--- src/rtl/mfp_div_seq.sv ---
// Sequential restoring fixed-point divider: quot = (num << FracW) / den, one quotient bit per clock,
// with round-half-away / truncate, symmetric saturation or wrap, and divide-by-zero flagging.
module mfp_div_seq #(
  parameter int NumW       = 16,
  parameter int DenW       = NumW,
  parameter int OutW       = NumW,
  parameter int FracW      = 0,
  parameter int isUnsigned = 0,
  parameter int isFloor    = 1,
  parameter int Saturate   = 1
) (
  input  logic            clk,
  input  logic            rst,
  input  logic            en,
  input  logic            in_valid,
  output logic            in_ready,
  input  logic [NumW-1:0] num,
  input  logic [DenW-1:0] den,
  output logic            out_valid,
  input  logic            out_ready,
  output logic [OutW-1:0] quot,
  output logic            div_by_zero,
  output logic            overflow
);

  localparam int IterN = NumW + FracW + ((isFloor != 0) ? 0 : 1);
  localparam int CntW  = $clog2(IterN + 1);
  localparam int QW    = IterN + 1;
  localparam int CW    = ((QW > OutW) ? QW : OutW) + 1;

  typedef enum logic [1:0] {IDLE, CALC, FIX, DONE} state_t;

  state_t            state;
  logic [CntW-1:0]   cnt;
  logic              num_neg, den_neg, den_zero;
  logic [IterN-1:0]  dvd, q;
  logic [DenW-1:0]   dmag;
  logic [DenW:0]     rem;

  logic              num_sign, den_sign;
  logic [NumW-1:0]   num_mag;
  logic [DenW-1:0]   den_mag;
  logic [IterN-1:0]  dvd_load;
  logic [DenW:0]     rem_sh;
  logic [DenW+1:0]   trial;
  logic              borrow;

  assign in_ready = (state == IDLE);

  // Magnitudes are unsigned and one bit wider in effect, so the most negative input is exact.
  always_comb begin
    num_sign = (isUnsigned == 0) && num[NumW-1];
    den_sign = (isUnsigned == 0) && den[DenW-1];
    num_mag  = num_sign ? -num : num;
    den_mag  = den_sign ? -den : den;
    dvd_load = '0;
    dvd_load[NumW-1:0] = num_mag;
    dvd_load = dvd_load << (IterN - NumW);
    rem_sh   = (rem << 1) | {{DenW{1'b0}}, dvd[IterN-1]};
    trial    = {1'b0, rem_sh} - {2'b00, dmag};
    borrow   = trial[DenW+1];
  end

  logic [QW-1:0]   mag;
  logic [CW-1:0]   mag_c, max_c;
  logic            res_neg, fix_ovf;
  logic [OutW-1:0] fix_quot;

  // With rounding, q carries one extra LSB below the result; adding it rounds half away from zero.
  always_comb begin
    if (isFloor != 0) mag = {1'b0, q};
    else              mag = {2'b00, q[IterN-1:1]} + {{IterN{1'b0}}, q[0]};
    mag_c = CW'(mag);
    max_c = '0;
    if (isUnsigned != 0) max_c[OutW-1:0] = '1;
    else                 max_c[OutW-2:0] = '1;
    res_neg  = (isUnsigned == 0) && (num_neg ^ den_neg);
    fix_ovf  = 1'b0;
    fix_quot = res_neg ? -mag_c[OutW-1:0] : mag_c[OutW-1:0];
    if (den_zero) begin
      fix_quot = num_neg ? -max_c[OutW-1:0] : max_c[OutW-1:0];
    end else if (mag_c > max_c) begin
      fix_ovf = 1'b1;
      if (Saturate != 0) fix_quot = res_neg ? -max_c[OutW-1:0] : max_c[OutW-1:0];
    end
  end

  always_ff @(posedge clk or posedge rst) begin
    if (rst) begin
      state       <= IDLE;
      cnt         <= '0;
      num_neg     <= 1'b0;
      den_neg     <= 1'b0;
      den_zero    <= 1'b0;
      dvd         <= '0;
      q           <= '0;
      dmag        <= '0;
      rem         <= '0;
      out_valid   <= 1'b0;
      quot        <= '0;
      div_by_zero <= 1'b0;
      overflow    <= 1'b0;
    end else if (en) begin
      case (state)
        IDLE: begin
          if (in_valid) begin
            num_neg  <= num_sign;
            den_neg  <= den_sign;
            den_zero <= (den == '0);
            dvd      <= dvd_load;
            dmag     <= den_mag;
            rem      <= '0;
            q        <= '0;
            cnt      <= '0;
            state    <= CALC;
          end
        end
        CALC: begin
          dvd <= dvd << 1;
          rem <= borrow ? rem_sh : trial[DenW:0];
          q   <= {q[IterN-2:0], ~borrow};
          if (cnt == CntW'(IterN - 1)) begin
            cnt   <= '0;
            state <= FIX;
          end else begin
            cnt <= cnt + 1'b1;
          end
        end
        FIX: begin
          quot        <= fix_quot;
          div_by_zero <= den_zero;
          overflow    <= fix_ovf;
          out_valid   <= 1'b1;
          state       <= DONE;
        end
        DONE: begin
          if (out_ready) begin
            out_valid <= 1'b0;
            state     <= IDLE;
          end
        end
        default: state <= IDLE;
      endcase
    end
  end

endmodule
--- config.mk ---
export PLATFORM = sky130hd
export DESIGN_NAME = mfp_div_seq
export DESIGN_NICKNAME = d
export VERILOG_FILES = /design/src/rtl/mfp_div_seq.sv
export SDC_FILE = /design/constraint.sdc
export NUM_CORES = 1
export LEC_CHECK = 0
export ABC_CLOCK_PERIOD_IN_PS = 4300
export CAP_MARGIN = 20
export CORE_AREA = 2 2 139 114
export CTS_CLUSTER_DIAMETER = 50
export DETAILED_ROUTE_END_ITERATION = 12
export DIE_AREA = 0 0 141 116
export SLEW_MARGIN = 15
export SYNTH_ARGS = -nofsm -noshare
export SYNTH_HDL_FRONTEND = slang
export SYNTH_SLANG_ARGS = --single-unit
--- constraint.sdc ---
create_clock -name clk -period 4.3 [get_ports clk]
set_input_delay 0.43 -clock clk [delete_from_list [all_inputs] [get_ports clk]]
set_output_delay 0.43 -clock clk [all_outputs]
set_load 0.005 [all_outputs]
After elaboration in Yosys (flattened, before gate mapping):

Index checks and enable logic that the tools add are counted.

* add/subtract/negate cells: 5
* order comparisons: 1
* equal/unequal tests: 7
* multiplexer cells: 25
* bitwise logic cells: 3
* reductions and logical operators: 9

Operator list (count)
* $mux W16: 11
* $pmux W16 S2: 3
* $neg A16 Y16: 3
* $sub A17 B16 Y18: 1
* $or A17 B1 Y17: 1
* $gt A16 B15 Y1 const B: 1
* $logic_not A16 Y1: 1
* $mux W5: 2
* $pmux W5 S2: 1
* $reduce_and A3 Y1: 3
* $pmux W2 S4: 1
* $mux W2: 3
* $ne A2 B2 Y1 const B: 3
* $add A5 B1 Y5 const B: 1
* $eq A5 B4 Y1 const B: 1
* $eq A2 B2 Y1 const B: 2
* $reduce_and A4 Y1: 1
* $reduce_bool A2 Y1: 2
* $mux W1: 3
* $eq A2 B1 Y1 const B: 1
* $logic_not A2 Y1: 1
* $pmux W1 S2: 1
* $reduce_and A2 Y1: 1
* $not A1 Y1: 1
* $xor A1 B1 Y1: 1

* bits in registers: 93
* output and inout port bits: 20
* logic and storage cells: 63

Depth between registers and ports, before layout:

* depth in word-level cells: 4
* depth in mapped cells: 11
* gate-level depth less buffers: 11

Worst setup path after synthesis:

No wires, ideal clock.

* kind: flip-flop to flip-flop
* from: register dvd[15]
* to: register rem[12]
* setup time: 0.083 ns
* arrival time: 2.362 ns
* path slack: 1.855 ns
* stages on the path, launching flop included: 12
* cell sequence: dfrtp_1 inv_1 ha_1 inv_1 fa_1 a21o_1 a221oi_1 nand3b_1 nor2_1 mux2i_1 or4_1 o21ai_0

* word-level cells in the longest chain between the ends: 4

RTL lines
* start, declared: RTL line 36 `logic [IterN-1:0] dvd, q;`
* start signal, assigned: RTL line 110 `dvd <= dvd_load;`
* start signal, assigned: RTL line 119 `dvd <= dvd << 1;`
* $or A17 B1 Y17: RTL line 59 `rem_sh = (rem << 1) | {{DenW{1'b0}}, dvd[IterN-1]};`
* $sub A17 B16 Y18: RTL line 60 `trial = {1'b0, rem_sh} - {2'b00, dmag};`
* $mux W16: RTL line 120 `rem <= borrow ? rem_sh : trial[DenW:0];`
* $pmux W16 S2: RTL line 104 `case (state)`
* end signal, assigned: RTL line 120
* end, declared: RTL line 38 `logic [DenW:0] rem;`

Every way passes these cells.
A chain may end at the register's enable or synchronous reset.

Final worst setup path:

* from: register rem[11]
* to: register rem[3]

* word-level cells in the longest chain between the ends: 4

RTL lines (RTL line)
* $or A17 B1 Y17: 59
* $sub A17 B16 Y18: 60
* $mux W16: 120
* $pmux W16 S2: 104

Every way passes these cells.

==> results.txt <==
----------------------------------------------------
[Clock tree]
  Clock transition at path regs ... 0.07 ns
  Number of setup buffers added after CTS ... 0
  Skew-Pair Late Insertion Delay ... 0.35 ns
  Buffer depth of the longest clock path ... 2
  Master cell of the clock root buffer ... sky130_fd_sc_hd__clkbuf_16
  Number of clock sinks ... 93
  Cts bufs inserted ... 9
  Clock tree from TritonCTS ... built
  Hold-fix buffer count after cts ... 0
  Number of gates resized after cts ... 0
  H-tree lvl count ... 3

[Timing]
  Setup TNS Final ... 0 ns
  Setup skew after layout ... 0.00973 ns
  Timing-limited maximum frequency ... 0.354 GHz
  Final count of negative-setup-slack endpoints ... 0
  Unrepaired setup endpoints after global routing ... no
  Number of max-slew violations in the final report ... 0
  Post-route minimum period ... 2.83 ns
  Max_slew headroom ... 0.339
  Final Cycle Share ... 0.658
  Slew at the pin with the worst max-slew slack ... 0.991 ns
  Number of failing hold endpoints at the final stage ... 0

[Min path]
  Worst min-delay path category ... primary input to async pin

[Routing]
  Number of antenna-violating nets in the routed design ... 0
  Residual DRC count ... 0
  Drt pass-1 iters ... 5
  Highest routed layer ... met4
  Initial drt markers ... 277
  DR vias ... 5139
  Met1 wire length ... 6.44 mm
  Wire length on met3 ... 555 um
  Met2 wirelength from detailed routing ... 6.93 mm
  Vias per std cell ... 5.56
  Wire length per cell after detailed routing ... 15.3 um
  Routed wire length ... 14.1 mm

[Synthesis]
  Synthesized netlist net count ... 755
  Async set-or-reset flop fraction in the synthesized netlist ... 1.00
  Synth Area per Inst ... 8.43 um2
  Mapped Area ... 0.00584 mm2
  Main flop type after synthesis ... sky130_fd_sc_hd__dfrtp_1
  Post-synth EDFFs ... 0
  Compound-cell area share of the yosys netlist ... 0.215
  Combinational family with the most area after synthesis ... compound AO/OA/AOI/OAI gates
  Post-synthesis sequential area ratio ... 0.399
  Area share of fa/ha/maj cells after synthesis ... 0.0549
  Simple-gate portion of the synthesized area ... 0.205
  Mux cell area share after synthesis ... 0.0216
  FF+latch count, synth ... 93
  Number of warnings printed during yosys synthesis ... 0
  Xor/xnor share of the synthesized area ... 0.0570
  Number of distinct library cell variants in the gate-level netlist after synthesis ... 60
  Number of instances in the synthesized netlist ... 693

[Setup path]
  Kind of critical path ... flip-flop to flip-flop
  Arr. time, crit path ... 3.02 ns
  Crit end category ... flip-flop
  Most frequent CP cell ... sky130_fd_sc_hd__nand3_1
  Largest stage delay on the critical path ... 0.51 ns
  Worst-path fanout max ... 9
  Crit path max-delay cell type ... sky130_fd_sc_hd__o41ai_4
  CP Launch Type ... flip-flop
  Worst path required time ... 4.49 ns
  Sequence of cells on the critical path ... ha_1, nand3_1, nor2_1, a211oi_1, nand3_1, o41ai_4, buf_4, mux2i_1, o21ai_0

[Finish]
  Synthesis-to-layout area growth ... 17.7%
  Net count reported at finish ... 792
  Ratio of cells with drive above 1 in the final layout ... 0.0571
  Count of placed standard cells in the final layout, fillers left out ... 924
  Antenna diode instance count ... 0

[Pwr]
  Cell internal pwr ... 2.68 mW
  Switching portion of total power ... 0.433
  Power density over the cells ... 688 mW/mm2
  Total power ... 4.73 mW
  Switching power total ... 2.05 mW
  Share of total power in combinational logic ... 0.538
  Worst voltage drop across the vdd grid ... 342 uV
  Leakage power summed over all cells ... 3.05 nW
  Sequential share of power ... 0.296
  Clock share of power ... 0.166

[Floorplan]
  Count of pins on the block boundary ... 57
  Core region area ... 0.0149 mm2
  Height of the die ... 116 um
  Width of the chip ... 141 um
  Row cnt ... 40
  Initial core utilization ... 0.393
  Area of the die ... 0.0164 mm2

[Global routing]
  Maximum number of pins on one net before global-route repair ... 46
  Vias in the first global route ... 5015
  Grt total ovfl ... 0
  Total global routing track utilization ... 0.179
  Number of antenna violations at the first check in global routing ... 0
  First-pass GRT wire length ... 24.0 mm

[Placement]
  Placed Instances ... 907
  Placed wire-length estimate ... 10.2 mm
  Buffers on Ports ... 56
  Final weighted congestion of routability-driven global placement ... 0.854

[Run status]
  Run status ... complete, no violations

[Job]
  Total of max-cap violations ... 0

----------------------------------------------------
power groups by stage:
stage	combinational, mW	sequential (mW)	clock [mW]
after floorplan	1.90	1.33	0
after global placement	2.44	1.40	0
after detailed placement	2.53	1.41	0
after CTS	2.54	1.40	0.809
after global routing	2.86	1.44	0.849
final	2.54	1.40	0.787
worst max-delay path, delay by kind of cell, from the launching register on:
kind	cells	cell delay, ns
adder cells (fa/ha/maj)	1	0.35
buffers and inverters	1	0.28
flip-flops	1	0.43
AO/OA/AOI/OAI	3	0.89
AND/OR/NAND/NOR	3	0.54
multiplexers	1	0.18
cell type report:
type	instances	area, um2
inverter	33	125
tap	189	236
clock inverter	7	67.6
clock buffer	9	225
sequential	93	2330
timing repair buffer	65	656
fill	1439	7990
multi-input combinational	528	3230
flip-flops by register name (all words and copies together) (netlist names):
| signal | cells |
|---|---|
| cnt | 5 |
| dmag | 16 |
| overflow | 1 |
| div_by_zero | 1 |
| dvd | 16 |
| den_zero | 1 |
| rem | 16 |
| num_neg | 1 |
| den_neg | 1 |
| quot | 16 |
| state | 2 |
| out_valid | 1 |
| q | 16 |
path summary, 6_finish.rpt:
kind	start	endpoint	slack, ns	cells past startpoint
min in group clk	quot[13]$_DFFE_PP0P_	quot[13]$_DFFE_PP0P_	0.47	1
min	rst	quot[15]$_DFFE_PP0P_	0.27	2
max in group asynchronous	rst	rem[7]$_DFFE_PP0P_	3.27	3
max reg2reg	rem[11]$_DFFE_PP0P_	rem[3]$_DFFE_PP0P_	1.47	9
max	rem[11]$_DFFE_PP0P_	rem[3]$_DFFE_PP0P_	1.47	9
min reg2reg	quot[13]$_DFFE_PP0P_	quot[13]$_DFFE_PP0P_	0.47	1
cells in the mapped netlist, drive strengths merged, types with 6 or more instances:
cell    instances  share of area
nand2         121          0.078
dfrtp          93           0.40
o21ai          81          0.069
nand3          39          0.033
inv            33          0.021
a21oi          32          0.027
nor2           32          0.021
clkbuf         31          0.020
ha             24          0.051
xor2           24          0.036
nor3           22          0.020
xnor2          14          0.021
a31oi          10          0.011
o31ai          10          0.013
o311ai          9          0.013
a21o            8          0.010
buf             8         0.0066
or3             8          0.010
mux2i           7          0.012
or4             7         0.0096
nand2b          6         0.0064
o211a           6          0.010
o41ai           6          0.012
per-layer routing:
| layer | up-vias | GRT usage |
|---|---|---|
| met1 | 2458 | 0.236 |
| met5 | - | 0 |
| met4 | 0 | 0.0513 |
| met3 | 18 | 0.0310 |
| met2 | 112 | 0.307 |
| li1 | 2551 | - |
cells by family (layout without fill, tap and decap cells):
family,Yosys count,in the layout
xor gates and xnor gates,38,38
DFF,93,93
AOI/OAI and AO/OA,196,196
buffers and inverters,72,114
muxes,12,12
and+or+nand+nor,257,257
adders and majority gates,25,25
cell usage in the layout (no fill, tap or decap), types with 14 or more instances in the layout:
cell type / Yosys / layout
sky130_fd_sc_hd__o21ai_0: 79 / 79
sky130_fd_sc_hd__nor3_1: 21 / 21
sky130_fd_sc_hd__nand2_1: 121 / 121
sky130_fd_sc_hd__xor2_1: 24 / 24
sky130_fd_sc_hd__clkdlybuf4s50_1: 0 / 56
sky130_fd_sc_hd__nand3_1: 39 / 39
sky130_fd_sc_hd__dfrtp_1: 93 / 93
sky130_fd_sc_hd__a21oi_1: 32 / 32
sky130_fd_sc_hd__inv_1: 33 / 32
sky130_fd_sc_hd__nor2_1: 32 / 32
sky130_fd_sc_hd__xnor2_1: 14 / 14
sky130_fd_sc_hd__ha_1: 24 / 24
stage by stage:
| stage | worst slack [ns] | hold WS [ns] | area (um2) | utilization |
|---|---|---|---|---|
| after floorplan | 1.45 | 0.443 | 5840 | - |
| after global placement | 1.48 | 0.462 | 6540 | 0.440 |
| after detailed placement | 1.42 | 0.466 | 6560 | 0.441 |
| after CTS | 1.48 | 0.273 | 6860 | 0.461 |
| after global routing | 1.20 | 0.290 | 6870 | 0.462 |
| final | 1.47 | 0.268 | 6870 | 0.462 |
Power figures use the tool's default switching activity.
